## config.mk

```make
export PLATFORM = sky130hd
export DESIGN_NAME = cbd_noise_sampler
export DESIGN_NICKNAME = d
export VERILOG_FILES = /design/src/rtl/kyber_pkg.sv /design/src/rtl/cbd_coeff_calc.sv /design/src/rtl/cbd_noise_sampler.sv
export SDC_FILE = /design/constraint.sdc
export NUM_CORES = 1
export LEC_CHECK = 0
export CORE_MARGIN = 2
export CORE_UTILIZATION = 42
export CTS_CLUSTER_SIZE = 30
export DETAILED_ROUTE_END_ITERATION = 10
export PLACE_DENSITY_LB_ADDON = 0.12
export SYNTH_ARGS = -nofsm -noshare
export SYNTH_HDL_FRONTEND = slang
export SYNTH_SLANG_ARGS = --single-unit
```

## constraint.sdc

```tcl
create_clock -name clk -period 2.4 [get_ports clk]
set_input_delay 0.36 -clock clk [delete_from_list [all_inputs] [get_ports clk]]
set_output_delay 0.36 -clock clk [all_outputs]
set_load 0.02 [all_outputs]
```

## src/rtl/kyber_pkg.sv

```systemverilog
`default_nettype none
// ============================================================================
// Module      : kyber_pkg
// Description : Shared Baby-Kyber constants, the coefficient type and a
//               mod-Q fold helper used by the datapath stages.
//               Q   : modulus (coefficients live in [0, Q-1])
//               N   : coefficients per polynomial
//               ETA : centred-binomial noise parameter (1 or 2)
//               QW  : coefficient width
// Revision    : 1.0 - initial release
// ============================================================================
package kyber_pkg;

    localparam int Q   = 17;
    localparam int N   = 4;
    localparam int ETA = 2;
    localparam int QW  = $clog2(Q);

    typedef logic [QW-1:0] coeff_t;

    // Folds a small signed value (|v| < Q) into the canonical range [0, Q-1].
    function automatic coeff_t mod_q_add(input logic signed [QW:0] v);
        logic signed [31:0] w_wide;
        w_wide = 32'(v);
        if (w_wide < 0) begin
            w_wide = w_wide + Q;
        end
        return coeff_t'(w_wide);
    endfunction

endpackage
`default_nettype wire

```

## src/rtl/cbd_coeff_calc.sv

```systemverilog
`default_nettype none
// ============================================================================
// Module      : cbd_coeff_calc
// Description : Combinational centred-binomial coefficient from one 2*ETA-bit
//               field: v = popcount(low ETA bits) - popcount(high ETA bits),
//               returned both as a signed value and folded mod Q.
// Ports       : i_field   in   2*ETA   random bits of one coefficient
//               o_value   out  3       signed v in [-ETA, ETA]
//               o_coeff   out  QW      v mod Q
// Revision    : 1.0 - initial release
// ============================================================================
import kyber_pkg::*;

module cbd_coeff_calc #(
    parameter int Q   = kyber_pkg::Q,
    parameter int ETA = kyber_pkg::ETA,
    parameter int QW  = $clog2(Q)
) (
    input  logic [2*ETA-1:0]   i_field,
    output logic signed [2:0]  o_value,
    output logic [QW-1:0]      o_coeff
);

    logic signed [2:0] w_pos;
    logic signed [2:0] w_neg;
    logic signed [2:0] w_v;

    always_comb begin
        w_pos = '0;
        w_neg = '0;
        for (int i = 0; i < ETA; i++) begin
            w_pos = w_pos + {2'b00, i_field[i]};
            w_neg = w_neg + {2'b00, i_field[ETA+i]};
        end
        w_v = w_pos - w_neg;
    end

    // Negative values wrap by adding Q once; |v| <= 2 so one fold suffices.
    assign o_value = w_v;
    assign o_coeff = w_v[2] ? QW'(Q + int'(w_v)) : QW'(w_v);

endmodule
`default_nettype wire

```

## src/rtl/cbd_noise_sampler.sv

```systemverilog
`default_nettype none
// ============================================================================
// Module      : cbd_noise_sampler
// Description : Turns a byte stream into CBD_eta noise coefficients mod Q,
//               one per output handshake, tagging each with its index inside
//               an N-coefficient polynomial. A two-state buffer (EMPTY/FULL)
//               holds one byte; the next byte can load on the same cycle the
//               last field of the current byte is consumed, so the stream
//               runs at one coefficient per cycle.
// Ports       : clk        in   1        rising-edge clock
//               rst        in   1        asynchronous active-high reset
//               in_valid   in   1        in_byte valid
//               in_ready   out  1        byte accepted this cycle if valid
//               in_byte    in   8        random bits, LSB consumed first
//               out_valid  out  1        out_coeff valid
//               out_ready  in   1        consumer takes out_coeff
//               out_coeff  out  QW       noise coefficient mod Q
//               out_idx    out  clog2(N) index within the polynomial
//               out_signed out  3        two's complement v (only with
//                                        CBD_SIGNED_OUT_EN defined)
//               out_last   out  1        out_idx == N-1
// Config      : CBD_SIGNED_OUT_EN - adds the out_signed port.
// Revision    : 1.0 - initial release
// ============================================================================
import kyber_pkg::*;

module cbd_noise_sampler #(
    parameter int Q   = kyber_pkg::Q,
    parameter int N   = kyber_pkg::N,
    parameter int ETA = kyber_pkg::ETA,
    parameter int QW  = $clog2(Q),
    parameter int IW  = (N > 1) ? $clog2(N) : 1
) (
    input  logic                 clk,
    input  logic                 rst,
    input  logic                 in_valid,
    output logic                 in_ready,
    input  logic [7:0]           in_byte,
    output logic                 out_valid,
    input  logic                 out_ready,
    output logic [QW-1:0]        out_coeff,
    output logic [IW-1:0]        out_idx,
`ifdef CBD_SIGNED_OUT_EN
    output logic signed [2:0]    out_signed,
`endif
    output logic                 out_last
);

    localparam int FW = 2 * ETA;
    localparam int K  = 8 / FW;
    localparam int SW = (K > 1) ? $clog2(K) : 1;

    localparam logic [0:0] c_ST_EMPTY = 1'b0;
    localparam logic [0:0] c_ST_FULL  = 1'b1;

    logic [0:0]        r_state_q, w_state_d;
    logic [7:0]        r_byte_q,  w_byte_d;
    logic [SW-1:0]     r_sub_q,   w_sub_d;
    logic [IW-1:0]     r_idx_q,   w_idx_d;

    logic [FW-1:0]     w_field;
    logic signed [2:0] w_value;
    logic [QW-1:0]     w_coeff;
    logic              w_full;
    logic              w_last_fld;
    logic              w_out_fire;
    logic              w_in_fire;

    // Field select with constant slice bounds only.
    always_comb begin
        w_field = '0;
        for (int s = 0; s < K; s++) begin
            if (r_sub_q == SW'(s)) begin
                w_field = r_byte_q[s*FW +: FW];
            end
        end
    end

    cbd_coeff_calc #(
        .Q   (Q),
        .ETA (ETA),
        .QW  (QW)
    ) u_calc (
        .i_field (w_field),
        .o_value (w_value),
        .o_coeff (w_coeff)
    );

    assign w_full     = (r_state_q == c_ST_FULL);
    assign w_last_fld = (r_sub_q == SW'(K - 1));
    assign w_out_fire = w_full & out_ready;
    assign w_in_fire  = in_valid & in_ready;

    // Ready either when idle, or when the final field leaves this cycle.
    assign in_ready  = ~w_full | (w_last_fld & out_ready);
    assign out_valid = w_full;
    // Outputs are forced to zero while idle so they read 0 out of reset.
    assign out_coeff = w_full ? w_coeff : '0;
    assign out_idx   = r_idx_q;
    assign out_last  = w_full & (r_idx_q == IW'(N - 1));
`ifdef CBD_SIGNED_OUT_EN
    assign out_signed = w_full ? w_value : 3'sd0;
`endif

    always_comb begin
        w_state_d = r_state_q;
        w_byte_d  = r_byte_q;
        w_sub_d   = r_sub_q;
        w_idx_d   = r_idx_q;

        if (w_out_fire) begin
            w_idx_d = (r_idx_q == IW'(N - 1)) ? '0 : r_idx_q + IW'(1);
            w_sub_d = r_sub_q + SW'(1);
            if (w_last_fld) begin
                w_sub_d   = '0;
                w_state_d = c_ST_EMPTY;
            end
        end

        // A new byte overrides the EMPTY decision above when it loads in the
        // same cycle as the last field drains.
        if (w_in_fire) begin
            w_byte_d  = in_byte;
            w_sub_d   = '0;
            w_state_d = c_ST_FULL;
        end
    end

    always_ff @(posedge clk or posedge rst) begin
        if (rst) begin
            r_state_q <= c_ST_EMPTY;
            r_byte_q  <= '0;
            r_sub_q   <= '0;
            r_idx_q   <= '0;
        end else begin
            r_state_q <= w_state_d;
            r_byte_q  <= w_byte_d;
            r_sub_q   <= w_sub_d;
            r_idx_q   <= w_idx_d;
        end
    end

endmodule
`default_nettype wire

```

Yosys cells after proc, flatten, opt, wreduce, memory -nomap -nowiden
Cells that the tools add are included. Widths: inputs -> output; s select.

Memory bits (read-only): 0. Bits in latches: 0. Memories kept: 0. Memory bits (writable): 0. Register bits: 12. Word-level logic and storage cells: 30.

Add/sub/neg operators: 6. Multiplexer cells: 10. Reductions and logical operators: 3. Shifts and indexed selects: 0. Magnitude comparators: 0. Equality and inequality tests: 1. Multiply operators: 0. Bitwise logic cells: 6. Div/mod/pow operators: 0.

Operators by type and width (count): $mux 5 (2); $mux 1 (6); $add 5x3->5 const A (1); $add 1x1->2 (2); $and 1x1->1 (4); $mux 4 (1); $reduce_bool 2->1 (2); $sub 2x2->3 (1); $add 2x1->2 const B (1); $eq 2x2->1 const B (1); $mux 2 (1); $reduce_and 2->1 (1); $add 1x1->1 const B (1); $not 1->1 (1); $or 1x1->1 (1).

Longest topological paths before layout
Gate-level depths: netlist of run 1.

Depth in word-level cells: 6. Gate-level depth with buffers: 11. Mapped depth without buffers: 10.

Cells and area by module
From an unflattened synthesis of run 1, not the netlist that was laid out.

Cell total of the unflattened synthesis: 83. Area, all modules: 830.8 um^2.

Modules (own cells, without submodules): cbd_noise_sampler (instances 1, area each 708.2 um^2, cells an instance 68); cbd_coeff_calc (instances 1, area each 122.6 um^2, cells an instance 15).

Worst setup path before layout of run 1
No wires, ideal clock.

Path kind: reg-to-output. From: register r_sub_q. To: output port out_coeff[1]. Setup slack: -158 ps. Required time: 2040 ps. Cell stages (with the launch flop): 11. Buffers on the path: 1. Arrival time: 2198 ps. Path through: dfrtp_1 buf_6 mux2i_1 fa_1 ha_1 inv_1 ha_1 inv_1 ha_1 nand2b_1 o211a_1.

Cells in the longest elaborated chain, start to end: 6.

Ends and longest elaborated chain: start, declared (line cbd_noise_sampler.sv:58) `logic [SW-1:0] r_sub_q, w_sub_d;`; start signal, assigned (line cbd_noise_sampler.sv:138) `r_sub_q <= w_sub_d;`; $mux 4 * (line cbd_noise_sampler.sv:73) `if (r_sub_q == SW'(s)) begin`; $add 1x1->2, on equally long branches (line cbd_coeff_calc.sv:32, cbd_coeff_calc.sv:33); $sub 2x2->3 * (line cbd_coeff_calc.sv:35) `w_v = w_pos - w_neg;`; $add 5x3->5 (line cbd_coeff_calc.sv:40) `assign o_coeff = w_v[2] ? QW'(Q + int'(w_v)) : QW'(w_v);`; $mux 5 * (line cbd_coeff_calc.sv:40); $mux 5 * (line cbd_noise_sampler.sv:98) `assign out_coeff = w_full ? w_coeff : '0;`; end, declared (line cbd_noise_sampler.sv:41) `output logic [QW-1:0] out_coeff,`.

Every way passes the cells marked *; elsewhere a longest branch is shown, timed or not.

Final worst setup path of run 1
Same ends and word-level chain as after synthesis.

==> impl_metrics.csv, run 1 <==
group,metric,value,unit
status,status,"finished, violations left",
status,violations,"negative setup slack",
sta,hold_viol,0,
sta,clock_skew,0.00369,ns
die,die_w,48.3,um
grt,first_global_vias,580,
power_and_ir_drop,vdd_ir_drop_max,0.749,mV
synthesis,yosysSeqAreaShare,36.4,%
sta,finalMaxSlewViolations,0,
sta,timing.fmax,346,MHz
sta,grt_setup_unrepaired,"true",
clock_tree,clkSlewWorstSetupHoldPaths,0.07,ns
placed_design,hpwl,1.19,mm
synthesis,synthArstFlopShare,100,%
power_and_ir_drop,p_leak,0.540,nW
die,start_util,43.4,%
sta,fin_crit_sh,121,%
synthesis,yosys_most_used_dff,"dfrtp_1",
sta,worst_pin_slew,0.945,ns
setup_path,cp-end-kind,"output port",
clock_tree,hold_buffers,0,
sta,setup_viol_count_final,5,
placed_design,globalplace.congestion,0.647,
cells_and_area,final_area,1190,um^2
drt,vias,627,
setup_path,required,2.04,ns
drt,routed_via_density,4.71,
die,std_cell_rows,16,
grt,grt_overflow,0,
grt,antenna_found_initial,0,
power_and_ir_drop,powerDensity,1410,nW/um^2
clock_tree,clock-root-buffer,"clkbuf_4",
sta,relSlewSlack,36.9,%
sta,period_minus_slack,2.89,ns
clock_tree,ctsHtreeMaxLevel,1,
die,coreArea,1900,um^2
cells_and_area,fill_cells,164,
run,maxCapViolCount,0,
synthesis,yosys.cell_types.count,23,
placed_design,io_buffer_count,21,
setup_path,crit_fanout,6,
drt,drt-pass1-iter-count,2,
cells_and_area,seqCellArea,302,um^2
synthesis,syn_area,826,um^2
die,fp.dieH,48.3,um
cells_and_area,multiInputGateArea,499,um^2
sta,fin_ws,-0.492,ns
clock_tree,numCtsBuffers,3,
cells_and_area,nets,127,
cells_and_area,final_util,62.4,%
placed_design,preCtsSetupSlack,-0.694,ns
cells_and_area,syn_to_final_growth,43.6,%
sta,hold_ws,0.402,ns
setup_path,cp.arrival,2.53,ns
synthesis,ys_warn_count,0,
grt,grt_usage,14.9,%
drt,antenna_left,0,
synthesis,syn_inst,78,
grt,grt_max_degree,13,
synthesis,ys_ff_latch,12,
clock_tree,clock_latency,0.26,ns
clock_tree,cts_tree,"yes",
drt,wl_per_cell,11.7,um
cells_and_area,layout-drive-gt1-share,37.7,%
drt,drt_iter0_drc,6,
setup_path,critPathKind,"reg2out",
setup_path,critPathLaunchType,"flop",
worst_hold_path,worst_hold_path_type,"in2async",
die,die-area,2340,um^2
drt,wirelength,1.55,mm
clock_tree,clock_sinks,12,
synthesis,syn_avg_cell_area,10.6,um^2
synthesis,syn-num-nets,97,
clock_tree,clockBufferDepth,2,
power_and_ir_drop,power.total,1.67,mW
drt,drc,0,
cells_and_area,antennaDiodeCount,0,
placed_design,dpl_cell_area,1110,um^2
die,ios,22,
synthesis,synth_edf_count,0,
grt,grt_pass1_wl,2.65,mm
## cell usage after synthesis (2+ instances only)
cell type   n  area (um^2)
inv_1      12         45.0
and2_1      2         12.5
o21ai_0     2         10.0
dfrtp_1    12          300
nor2_1      3         11.3
mux2_1      3         33.8
mux2i_1     3         30.0
buf_6       2         22.5
o32ai_2     8          130
nand2_1    13         48.8
ha_1        6         75.1
## report_power, final
part	leakage [nW]	internal, mW	switching (mW)
Clock	0.0138	0.0579	0.0609
Sequential	0.144	0.267	0.0475
Combinational	0.383	0.683	0.553
## per-layer routing
layer  part of all wire, %  vias up  GRT usage [%]
met4                  0.45        0           7.14
met5                     0        -              0
li1                      -      317              -
met2                    50       12           23.6
met1                    46      296           19.8
met3                   3.4        2           2.78
## worst paths after layout
| kind | cells past startpoint | start | to | slack [ns] |
|---|---|---|---|---|
| max in group asynchronous | 2 | rst | r_sub_q | 1.65 |
| setup reg to reg | 2 | out_valid | r_byte_q[5] | 0.84 |
| setup / recovery | 10 | r_sub_q | out_coeff[1] | -0.49 |
| hold reg to reg | 1 | out_idx[1] | out_idx[1] | 0.53 |
| min in group clk | 1 | out_idx[1] | out_idx[1] | 0.53 |
| hold / removal | 2 | rst | r_byte_q[7] | 0.40 |
## cell type report
cell class / instances / area share, %
timing repair buffer: 30 / 23.6
multi-input combinational: 48 / 42.1
clock buffer: 3 / 1.90
inverter: 13 / 4.11
sequential: 12 / 25.4
tap: 27 / 2.85
## what timing repair did
item	4_1_cts	5_1_grt
resized for setup	41	0
buffers inserted	0	0
setup endpoints to repair	5	5
pin swaps	5	1
hold endpoints to repair	0	0
## registers in the layout, indices dropped and copies added, names as in the netlist
register	cells
r_byte_q	8
out_idx	2
r_sub_q	1
out_valid	1
## through the flow
stage / instances / TNS, ns
2_1_floorplan: 78 / -0.221
3_3_place_gp: 130 / -2.77
3_5_place_dp: 130 / -3.12
4_1_cts: 133 / -2.06
5_1_grt: 133 / -2.41
6_report: 133 / -1.90
## cells in the final DEF, fill, tap and decap left out
master / netlist / layout
mux2_1: 3 / 3
inv_2: 1 / 3
ha_4: 0 / 3
ha_1: 6 / 1
mux2i_2: 0 / 1
nor2_4: 0 / 1
o21ai_0: 2 / 1
mux2i_1: 3 / 2
fa_1: 1 / 1
nor2b_1: 1 / 1
o21ai_1: 0 / 1
or2_1: 1 / 1
o211a_1: 1 / 1
o32ai_2: 8 / 8
buf_4: 1 / 10
a21boi_4: 1 / 1
dfrtp_1: 12 / 11
inv_1: 12 / 10
nand2_1: 13 / 13
nand2b_4: 0 / 1
buf_6: 2 / 4
clkbuf_4: 0 / 3
and3_2: 0 / 1
and3_4: 1 / 1
ha_2: 0 / 2
clkdlybuf4s50_1: 0 / 16
and2_1: 2 / 2
dfrtp_2: 0 / 1
nor2_1: 3 / 2
## critical path, cell delays in order (launching register included)
cell      delay, ns
dfrtp_2        0.46
mux2i_1        0.16
fa_1           0.55
ha_2           0.17
inv_2          0.05
ha_4           0.25
inv_2          0.04
ha_4           0.25
nand2b_4       0.10
o211a_1        0.14
buf_6          0.11
## cell families after synthesis
kind of cell / Yosys count / share of synthesized area [%]
adders and majority gates: 7 / 11.5
muxes: 6 / 7.73
and+or+nand+nor: 23 / 13.2
AOI/OAI and AO/OA: 12 / 20.5
DFF: 12 / 36.4
buffers and inverters: 18 / 10.8
(Power assumes the default switching activity.)
==> inputs of run 2 (changes only) <==
- CORE_UTILIZATION: 42 -> 44
- CTS_BUF_LIST: unset -> sky130_fd_sc_hd__clkbuf_8
- GPL_ROUTABILITY_DRIVEN: unset -> 0
==> run 2 against run 1 <==
Net effect: die area down 4.2%; final area is 7.3% higher; hold slack gained 0.020 ns; sequential cell count stayed put; total power rose by 20%; clock skew shrank 0.0014 ns; critical path depth did not move; sequential share of layout area fell by 1.7 points; clock-buffer cell count grew 1; wire length increased by 17%; via count increased by 4.5%; highest routed layer unchanged; combinational power grew 18%; the flow still finishes with violations (negative setup slack); critical endpoint unchanged.
==> impl_metrics.csv, run 2 (same netlist as run 1, synthesis figures left out) <==
group,metric,value,unit
grt,grt_overflow,0,
setup_path,crit_path_top_delay_cell,"fa_1",
placed_design,preCtsSetupSlack,-0.753,ns
power_and_ir_drop,powerDensity,1580,nW/um^2
sta,setup_viol_count_final,5,
clock_tree,clock_latency,0.25,ns
sta,period_minus_slack,2.94,ns
sta,fin_ws,-0.535,ns
cells_and_area,layout-drive-gt1-share,42.2,%
drt,drc,0,
grt,grt_max_degree,13,
clock_tree,cts_tree,"yes",
grt,grt_usage,19.0,%
run,maxCapViolCount,0,
drt,drt-pass1-iter-count,3,
cells_and_area,antennaDiodeCount,0,
drt,drt_iter0_drc,4,
clock_tree,clockBufferDepth,2,
clock_tree,numCtsBuffers,3,
die,fp.dieH,47.3,um
power_and_ir_drop,p_leak,0.571,nW
cells_and_area,nets,129,
setup_path,crit_buf_inv,3,
sta,timing.fmax,341,MHz
placed_design,io_buffer_count,21,
setup_path,required,2.04,ns
cells_and_area,largest_register_ffs,8,
placed_design,hpwl,1.26,mm
sta,worst_pin_slew,0.906,ns
setup_path,cpMostUsedCell,"ha_4",
die,ios,22,
setup_path,slowest_delay,0.56,ns
drt,routed_via_density,4.89,
cells_and_area,final_util,72.9,%
setup_path,crit_fanout,5,
clock_tree,clock_sinks,12,
setup_path,path_cells,"mux2i_2, fa_1, ha_2, inv_2, ha_4, inv_4, ha_4, nand2b_4, o211a_1, buf_6",
sta,fin_crit_sh,122,%
die,die_w,47.3,um
grt,first_global_vias,611,
setup_path,critPathKind,"reg2out",
placed_design,dp.cells,128,
setup_path,critPathLaunchType,"flop",
clock_tree,ctsHtreeMaxLevel,1,
drt,wl_per_cell,13.5,um
drt,vias,655,
status,violations,"negative setup slack",
sta,relSlewSlack,39.5,%
die,start_util,47.3,%
drt,antenna_left,0,
power_and_ir_drop,vdd_ir_drop_max,0.906,mV
setup_path,cp-end-kind,"output port",
cells_and_area,final_cell_mix,"clkdlybuf4s50_1 (16), nand2_1 (13), dfrtp_1 (11)",
cells_and_area,syn_to_final_growth,54.1,%
grt,grt_pass1_wl,2.84,mm
cells_and_area,layout_commonest_cell,"clkdlybuf4s50_1",
status,status,"finished, violations left",
clock_tree,clock-root-buffer,"clkbuf_8",
clock_tree,clkSlewWorstSetupHoldPaths,0.06,ns
die,std_cell_rows,15,
sta,hold_viol,0,
drt,wirelength,1.81,mm
setup_path,cp.arrival,2.58,ns
grt,antenna_found_initial,0,
cells_and_area,fin_cells,134,
sta,clock_skew,0.00229,ns
worst_hold_path,worst_hold_path_type,"in2async",
sta,finalMaxSlewViolations,0,
die,die-area,2240,um^2
cells_and_area,largest_register,"r_byte_q",
die,coreArea,1750,um^2
sta,grt_setup_unrepaired,"true",
setup_path,critPathTopFamily,"adder cells",
## run 2: timing repair
item                                    4_1_cts  5_1_grt
pin swaps                                     7        3
hold endpoints to repair                      0        0
hold buffers                                  0        0
setup buffers                                 1        1
gates resized for setup                      44        7
endpoints found under the setup margin        5        5
## run 2: layout make-up
cell class	instances	area [um^2]
repair buffers	32	307
well taps	25	31.3
flip-flops and latches	12	302
multi-input cells	48	527
inverters	13	51.3
fillers	130	473
clock buffers	4	55.1
## run 2: worst reg2reg max path: stages, from the launching register on
cell,delay [ns]
dfrtp_1,0.50
nor2b_1,0.76
o32ai_2,0.14
## run 2: final timing paths
path                            startpoint  depth (start not counted)            to  slack, ns
max in group asynchronous              rst                          2       r_sub_q       1.63
worst min-delay path                   rst                          2   r_byte_q[5]       0.42
worst min register to register  out_idx[1]                          1    out_idx[1]       0.52
worst max-delay path               r_sub_q                         10  out_coeff[1]      -0.54
min in group clk                out_idx[1]                          1    out_idx[1]       0.52
worst max register to register   out_valid                          2   r_byte_q[0]       0.86
## run 2: per-layer routing
layer,share of wire [%],track usage (%),up-vias
met2,51,30.3,16
met1,44,24.5,313
met3,3.8,4.62,5
met5,0,0,-
met4,1.7,8.33,0
li1,-,-,321
## run 2: per-stage QoR
| stage | hold WS [ns] | area, um^2 | power [mW] | TNS (ns) |
|---|---|---|---|---|
| after floorplan | 0.225 | 835 | 0.930 | -0.221 |
| after global placement | 0.507 | 1100 | 1.32 | -2.76 |
| after detailed placement | 0.520 | 1100 | 1.37 | -3.31 |
| after CTS | 0.439 | 1230 | 1.87 | -1.93 |
| after global routing | 0.509 | 1270 | 2.16 | -2.45 |
| final | 0.422 | 1270 | 2.01 | -2.12 |
## run 2: power by group
part	switching (mW)	total, mW	internal (mW)
Combinational	0.633	1.46	0.823
Sequential	0.0520	0.320	0.268
Clock	0.0853	0.231	0.145
==> variant, RTL diff (flow settings as in run 2) <==
The package constant `ETA` goes from 2 to 4. Comments in the files are not updated.
--- a/src/rtl/kyber_pkg.sv
+++ b/src/rtl/kyber_pkg.sv
@@ -14,5 +14,5 @@
     localparam int Q   = 17;
     localparam int N   = 4;
-    localparam int ETA = 2;
+    localparam int ETA = 4;
     localparam int QW  = $clog2(Q);
 
Formal check against the unedited RTL: not equivalent (Yosys sat finds a counterexample within 4 cycles, from zero or initial values and one cycle with rst high).
==> variant against run 2 <==
- the run still ends with setup timing left
- critical path depth increased by 1
- synthesized area decreased by 14%
- critical path type unchanged
- die area decreased by 13%
- design area decreased by 16%
- first-iteration DRC count increased by 50%
- sequential power decreased by 22%
- highest routed layer unchanged
- sequential cell count decreased by 1
- worst setup slack got worse by 0.42 ns
- synthesized cell count decreased by 23%
- clock skew increased by 0.0010 ns
- core utilization decreased by 2.1 points
- wire length decreased by 34%
- power decreased by 20%
==> variant: results (changes against run 2) <==
- Vias in the first global route: 505 (-17%)
- Synth top cells by count: inv_1 (12), dfrtp_1 (11), mux2_2 (9)
- Clock Skew: 0.00332 ns (+0.00103 ns)
- Worst R2R Path Depth: 3 (+1)
- Initial antenna violation count: 0 (unchanged)
- Register area share after synthesis: 38.6% (+2.2 points)
- Clock insertion delay at the later pin of the skew report: 0.23 ns (-0.02 ns)
- Failing checks: setup timing
- Unique masters post-synth: 17 (-26%)
- Nets@finish: 113 (-12%)
- CTS Buffer Depth: 2 (unchanged)
- CTS Buf Count: 3 (unchanged)
- Main synth FF type: dfrtp_1
- Max reg flops: 8 (unchanged)
- Overall Global Routing Usage: 14.4% (-4.6 points)
- Syn nets: 83 (-14%)
- H-tree levels: 1 (unchanged)
- Largest net degree at the start of global routing: 12 (-1)
- I/O Buffers: 21 (unchanged)
- Clock transition at path regs: 0.05 ns
- Largest reg by FF count: r_byte_q
- Share of layout cells above drive strength 1: 40.4% (-1.8 points)
- ANT cells: 0 (unchanged)
- Setup TNS: -4.36 ns (-2.24 ns)
- Worst EP arrival: 2.99 ns (+0.41 ns)
- PnR worst setup slack: -0.951 ns (-0.416 ns)
- DR WL/cell: 11.3 µm (-16%)
- CTS Root Cell: clkbuf_8
- Status: finished with violations
- Vias per Instance: 4.70 (-3.9%)
- VDD IR-drop max: 0.899 mV (-0.82%)
- Worst r2r src: out_valid
- Final-report max-slew violation count: 0 (unchanged)
- Worst slew margin: 72.0% (+32 points)
- Dpl hpwl: 1010 µm (-20%)
- Class of the worst hold path: input port to async pin
- Leakage: 0.514 nW (-9.9%)
- First DRT Iteration DRCs: 6 (+2)
- Final setup violation count: 5 (unchanged)
- Synth area leaders: dfrtp_1 (39%), mux2_2 (14%), ha_1 (12%), fa_1 (11%), inv_1 (6.3%)
- Asr flop ratio synth: 100% (unchanged)
- Synthesis warning total: 0 (unchanged)
- Critical path peak fanout: 5 (unchanged)
- R2R Setup Slk: 1.10 ns (+0.24 ns)
- Worst r2r dst: r_byte_q[6]
- TritonRoute pass-1 iters: 4 (+1)
- Fillers: 128 (-1.5%)
- Postcts setup bufs: 0 (-1)
- First-pass GRT wire length: 2010 µm (-29%)
==> variant: worst max-delay path by stage <==
| stage | depth (start not counted) | startpoint | slack, ns | to |
|---|---|---|---|---|
| after floorplan | 10 | r_byte_q[4] | -0.62 | out_coeff[1] |
| after global placement | 11 | r_byte_q[4] | -1.14 | out_coeff[0] |
| after detailed placement | 11 | r_byte_q[4] | -1.19 | out_coeff[0] |
| after CTS | 11 | r_byte_q[4] | -1.12 | out_coeff[0] |
| after global routing | 11 | r_byte_q[4] | -1.05 | out_coeff[0] |
| final | 11 | r_byte_q[4] | -0.95 | out_coeff[0] |
==> variant: per-stage QoR <==
stage,hold slack (ns),std cells,power (mW),worst slack [ns],cell area (µm²)
2_1_floorplan,0.212,60,1.03,-0.622,759
3_3_place_gp,0.493,101,1.39,-1.14,1020
3_5_place_dp,0.503,101,1.43,-1.19,1020
4_1_cts,0.430,105,1.66,-1.12,1070
5_1_grt,0.460,105,1.74,-1.05,1070
6_report,0.414,105,1.61,-0.951,1070
==> variant: timing repair <==
action                     in CTS  in global routing
gates resized for setup        32                  0
pin swaps                       2                  4
setup endpoints to repair       5                  5
hold buffers                    0                  0
==> variant: cell families after synthesis <==
family          count (synthesis)  share of synthesized area, %
mux                            10                          15.6
xor+xnor                        2                          4.74
flops                          11                          38.6
fa+ha+maj                      11                          23.5
simple gates                   13                          10.2
compound gates                  1                          1.05
buf+inv                        12                          6.32
==> variant: per-layer routing <==
metal	GRT usage [%]	vias to the layer above	part of all wire (%)
met5	0	-	0
met4	7.27	0	0.67
met3	2.45	2	3.8
met2	26.5	12	53
met1	15.9	232	42
li1	-	247	-
==> variant: layout make-up <==
type / count / area (µm²) / share of cell area, %
multi-input combinational: 37 / 442 / 41.4
sequential: 11 / 275 / 25.8
timing repair buffer: 25 / 240 / 22.5
inverter: 12 / 45.0 / 4.22
clock buffer: 3 / 41.3 / 3.87
tap: 16 / 20.0 / 1.88
clock inverter: 1 / 3.75 / 0.352
==> variant: worst max-delay path, cell delays in order, from the launching register on <==
cell     delay (ns)
dfrtp_1        0.35
inv_2          0.04
fa_1           0.53
inv_1          0.05
fa_2           0.52
inv_2          0.04
fa_2           0.35
ha_4           0.17
xor3_2         0.28
xor2_1         0.16
and2_4         0.16
buf_6          0.12
==> variant: where the power goes <==
| part | switching [mW] | internal (mW) | total [mW] |
|---|---|---|---|
| combinational | 0.536 | 0.651 | 1.19 |
| clock | 0.0648 | 0.112 | 0.177 |
| sequential | 0.0274 | 0.223 | 0.251 |
